==> src/rtl/speed_sample_sequencer.sv <==
// rtl/speed_sample_sequencer.sv - sample strobe, settle discard and result capture for the speed datapath
// Optional watchdog is compiled in with SPEED_SEQ_WATCHDOG_EN.
module speed_sample_sequencer #(
  parameter int DIV_W  = 16,
  parameter int N      = 6,
  parameter int SETTLE = 2
) (
  input  logic             clock,
  input  logic             reset,
  input  logic             enable,
  input  logic [DIV_W-1:0] div,
  output logic             sample,
  output logic             dp_reset,
  input  logic             dp_ready,
  input  logic [15:0]      dp_speed,
  output logic [15:0]      speed,
  output logic             valid,
  input  logic             ack,
  output logic             overrun,
  input  logic             clr_overrun,
  output logic             busy,
  output logic             fault
);

  localparam int SW = (SETTLE > 1) ? $clog2(SETTLE) : 1;
  localparam logic [SW-1:0] SETTLE_LAST = SW'((SETTLE > 0) ? SETTLE - 1 : 0);

  typedef enum logic [1:0] {S_IDLE, S_FLUSH, S_SETTLE, S_RUN} state_t;

  state_t           r_state;
  state_t           w_next;
  logic [DIV_W-1:0] r_cnt;
  logic [DIV_W-1:0] w_cnt_next;
  logic [SW-1:0]    r_settle;
  logic             r_ready_d;
  logic             r_sample;
  logic             r_dp_reset;
  logic             r_busy;
  logic             r_valid;
  logic             r_overrun;
  logic [15:0]      r_speed;
  logic             w_event;
  logic             w_active;
  logic             w_next_active;
  logic             w_sample_next;
  logic             w_ovr_set;
  logic             w_wd_trip;

  if (N < 1 || N > 24) begin : g_bad_n
    $error("speed_sample_sequencer: N out of range");
  end

  assign w_event  = dp_ready && !r_ready_d;
  assign w_active = (r_state == S_SETTLE) || (r_state == S_RUN);

`ifdef SPEED_SEQ_WATCHDOG_EN
  localparam int WW = N + 2;
  localparam logic [WW-1:0] WD_LIMIT = WW'((1 << N) + 2);

  logic [WW-1:0] r_wd_cnt;
  logic          r_fault;

  // Trips on the strobe that would make the count reach the limit with no result alongside it.
  assign w_wd_trip = w_active && r_sample && !w_event && ((r_wd_cnt + WW'(1)) == WD_LIMIT);

  always_ff @(posedge clock or negedge reset) begin
    if (!reset) begin
      r_wd_cnt <= '0;
      r_fault  <= 1'b0;
    end else begin
      if (!w_active || w_event || w_wd_trip)
        r_wd_cnt <= '0;
      else if (r_sample)
        r_wd_cnt <= r_wd_cnt + WW'(1);
      if (w_wd_trip)
        r_fault <= 1'b1;
    end
  end

  assign fault = r_fault;
`else
  assign w_wd_trip = 1'b0;
  assign fault     = 1'b0;
`endif

  always_comb begin
    w_next = r_state;
    case (r_state)
      S_IDLE:   if (enable) w_next = S_FLUSH;
      S_FLUSH: begin
        if (!enable)          w_next = S_IDLE;
        else if (SETTLE == 0) w_next = S_RUN;
        else                  w_next = S_SETTLE;
      end
      S_SETTLE: begin
        if (!enable)                                 w_next = S_IDLE;
        else if (w_wd_trip)                          w_next = S_FLUSH;
        else if (w_event && r_settle == SETTLE_LAST) w_next = S_RUN;
      end
      S_RUN: begin
        if (!enable)        w_next = S_IDLE;
        else if (w_wd_trip) w_next = S_FLUSH;
      end
      default: w_next = S_IDLE;
    endcase

    // The counter holds the period position of the coming cycle, so the strobe can be registered.
    w_next_active = (w_next == S_SETTLE) || (w_next == S_RUN);
    w_cnt_next    = (w_active && !r_sample) ? r_cnt + DIV_W'(1) : '0;
    w_sample_next = w_next_active && (w_cnt_next >= div);
    w_ovr_set     = (r_state == S_RUN) && w_event && r_valid && !ack;
  end

  always_ff @(posedge clock or negedge reset) begin
    if (!reset) begin
      r_state    <= S_IDLE;
      r_cnt      <= '0;
      r_settle   <= '0;
      r_ready_d  <= 1'b0;
      r_sample   <= 1'b0;
      r_dp_reset <= 1'b1;
      r_busy     <= 1'b0;
    end else begin
      r_state    <= w_next;
      r_cnt      <= w_cnt_next;
      r_sample   <= w_sample_next;
      r_dp_reset <= !w_next_active;
      r_busy     <= (r_state != S_IDLE);
      r_ready_d  <= (r_state == S_FLUSH) ? 1'b0 : dp_ready;
      if (r_state == S_FLUSH)
        r_settle <= '0;
      else if (r_state == S_SETTLE && w_event)
        r_settle <= r_settle + SW'(1);
    end
  end

  always_ff @(posedge clock or negedge reset) begin
    if (!reset) begin
      r_speed   <= '0;
      r_valid   <= 1'b0;
      r_overrun <= 1'b0;
    end else begin
      if (r_state == S_RUN && w_event && (!r_valid || ack)) begin
        r_speed <= dp_speed;
        r_valid <= 1'b1;
      end else if (ack) begin
        r_valid <= 1'b0;
      end
      r_overrun <= w_ovr_set || (r_overrun && !clr_overrun);
    end
  end

  assign sample   = r_sample;
  assign dp_reset = r_dp_reset;
  assign speed    = r_speed;
  assign valid    = r_valid;
  assign overrun  = r_overrun;
  assign busy     = r_busy;

endmodule

==> config.mk <==
export PLATFORM = sky130hd
export DESIGN_NAME = speed_sample_sequencer
export DESIGN_NICKNAME = d
export VERILOG_FILES = /design/src/rtl/speed_sample_sequencer.sv
export SDC_FILE = /design/constraint.sdc
export NUM_CORES = 1
export LEC_CHECK = 0
export CAP_MARGIN = 20
export CORE_MARGIN = 3
export CORE_UTILIZATION = 40
export CTS_CLUSTER_SIZE = 40
export DETAILED_ROUTE_END_ITERATION = 6
export GPL_TIMING_DRIVEN = 0
export PLACE_DENSITY = 0.66
export SYNTH_ARGS = -nofsm -noshare
export SYNTH_HDL_FRONTEND = slang
export SYNTH_SLANG_ARGS = --single-unit
==> constraint.sdc <==
create_clock -name clock -period 3.2 [get_ports clock]
set_clock_uncertainty 0.1 [all_clocks]
set_input_delay 0.32 -clock clock [delete_from_list [all_inputs] [get_ports clock]]
set_output_delay 0.32 -clock clock [all_outputs]
set_load 0.02 [all_outputs]
==> results.json <==
{
  "regArea_um2": 1030,
  "numCtsBuffers": 5,
  "drtIter0Drc": 58,
  "portBuffers": 58,
  "worst_r2r_endpoint": "sample",
  "final_nets": 326,
  "numClockSinks": 41,
  "antennaDiodeCount": 0,
  "min_period_ns": 2.59,
  "clk_pin_slew_worst_paths_ns": 0.08,
  "synth-seq-cells": 41,
  "hold_viol_final": 0,
  "gr-total-overflow": 0,
  "synth_cell_types": 39,
  "end_kind": "register",
  "cts-resized-gates": 0,
  "rsz0062_at_grt": "false",
  "cp_max_fo": 6,
  "viasPerCell": 4.82,
  "p_leak_nw": 1.35,
  "multi_input_area_um2": 993,
  "die_w_um": 79.2,
  "final_antenna_net_count": 0,
  "worstPathRequired_ns": 3.32,
  "slew_violations": 0,
  "grt_pass1_wl_mm": 7.20,
  "dp_hpwl_mm": 3.37,
  "rrSetupSlack_ns": 0.61,
  "gp_congestion": 0.773,
  "cts_root_buffer": "clkbuf_8",
  "timing.final.crit_share": 0.811,
  "dieArea_um2": 6270,
  "ff2ff_path_depth": 8,
  "fill_cells": 458,
  "dp_slack_ns": 0.596,
  "drive_gt1_frac": 0.140,
  "start_util": 0.417,
  "ys_warn_count": 0,
  "cts_tree": "done",
  "syn_inst": 204,
  "synth.cell_area_um2": 2140,
  "drtPass1Iterations": 4,
  "peakVddDrop_uv": 215,
  "first_global_vias": 1600,
  "core_area_um2": 5140,
  "tns_ns": 0,
  "synth_edf_count": 0,
  "ys_async_sr_fraction": 1.00,
  "routedWlPerCell_um": 12.5,
  "htreeDepth": 2,
  "cp_data_arrival_time_ns": 2.71,
  "clkLatencyLatePin_ns": 0.29,
  "power_density_nw_per_um2": 540,
  "placementRows": 26,
  "start_kind": "register",
  "startpoint": "r_cnt[2]",
  "syn_nets": 259,
  "syn_area_per_cell_um2": 10.5,
  "grt_use_total": 0.144,
  "die_h_um": 79.2,
  "layout_commonest_cell": "clkdlybuf4s50_1",
  "syn_to_final_growth_pct": 37.9,
  "min_path_type": "in2async",
  "fmax_mhz": 385,
  "drt-total-wl_mm": 4.27,
  "antenna_found_initial": 0,
  "ys.flop_type": "dfrtp_1",
  "drc": 0,
  "seq_area_frac_synth": 0.479,
  "clock_path_buffers": 2,
  "most-common-layout-cells": "clkdlybuf4s50_1, dfrtp_1, inv_1, nand2_1, nor2_1",
  "worstSetupPathType": "reg2reg",
  "io_pins": 60,
  "vias": 1650,
  "r2r_start": "r_cnt[2]",
  "maxCapViolations": 0,
  "finalWorstSetupSlack_ns": 0.606,
  "setup_viol": 0,
  "grt_max_degree": 40,
  "status": "completed"
}
where the power goes:
group | switching, W | internal [W]
logic | 0.000224 | 0.000277
registers | 0.0000489 | 0.000616
clock network | 0.000177 | 0.000254
how the worst max path moves through the flow:
stage	slack, ns	to
2_1_floorplan	0.91	sample
4_1_cts	0.58	sample
5_1_grt	0.38	sample
3_3_place_gp	0.60	sample
6_report	0.61	sample
3_5_place_dp	0.60	sample
sequential cells by signal, indices dropped and copies added, names as in the netlist:
| register | flops |
|---|---|
| busy | 1 |
| overrun | 1 |
| r_ready_d | 1 |
| r_cnt | 16 |
| sample | 1 |
| dp_reset | 1 |
| r_state | 2 |
| speed | 16 |
| r_settle | 1 |
| valid | 1 |
critical path: stages (launching register included):
cell and delay (ns):
dfrtp_1 0.41, nand3_1 0.27, nor2_2 0.32, a31oi_1 0.12, a41o_1 0.23, ha_1 0.32, nand4_1 0.12, or4_1 0.51
o21ai_1 0.12
cell type report:
type                       count  area share
multi-input combinational    137       0.336
tap                           70      0.0296
inverter                      21      0.0267
timing repair buffer          60       0.205
clock buffer                   6      0.0279
sequential                    41       0.347
clock inverter                 2      0.0127
buffer                         5      0.0148
cell usage after synthesis, types with 2 or more instances:
| library cell | count | area share |
|---|---|---|
| nand4_1 | 2 | 0.0058 |
| nand3_1 | 5 | 0.012 |
| dfrtp_1 | 40 | 0.47 |
| xnor2_1 | 7 | 0.029 |
| nor4_2 | 2 | 0.012 |
| buf_4 | 2 | 0.0070 |
| nor2b_1 | 3 | 0.0088 |
| nand2_1 | 20 | 0.035 |
| a21oi_1 | 8 | 0.019 |
| and2_1 | 2 | 0.0058 |
| nor2_1 | 18 | 0.032 |
| xor2_1 | 2 | 0.0082 |
| inv_1 | 21 | 0.037 |
| a41o_1 | 2 | 0.0093 |
| a31oi_1 | 3 | 0.0088 |
| ha_1 | 17 | 0.099 |
| nor3_1 | 3 | 0.0070 |
| o21ai_0 | 7 | 0.016 |
| or3_1 | 2 | 0.0058 |
| mux2_2 | 16 | 0.084 |
| nand2b_1 | 4 | 0.012 |
logic make-up after synthesis:
kind of cell	share of synthesized area
and+or+nand+nor	0.163
AOI/OAI and AO/OA	0.0782
buffers and inverters	0.0572
DFF	0.479
xor gates and xnor gates	0.0368
muxes	0.0841
adders and majority gates	0.0992
other	0.00175
routing by layer:
metal / wire length, um / vias up / GRT usage
li1: - / 824 / -
met1: 1940 / 766 / 0.177
met2: 1940 / 54 / 0.245
met3: 345 / 6 / 0.0465
met4: 48 / 0 / 0.0361
met5: 0 / - / 0
metrics by stage:
step / hold WS [ns] / std cells / power (W) / util / instance area (um^2)
finish: 0.252 / 342 / 0.00160 / 0.575 / 2960
global route: 0.244 / 342 / 0.00168 / 0.575 / 2960
CTS: 0.241 / 342 / 0.00162 / 0.575 / 2960
detailed placement: 0.0313 / 333 / 0.00118 / 0.550 / 2830
global placement: 0.387 / 332 / 0.00117 / 0.547 / 2810
floorplan: -0.0756 / 204 / 0.000914 / - / 2140
timing repair:
action                                 in CTS  in global routing
endpoints found under the hold margin      40                  0
buffers inserted                            0                  0
hold buffers                                1                  0
Power figures use the tool's default switching activity.
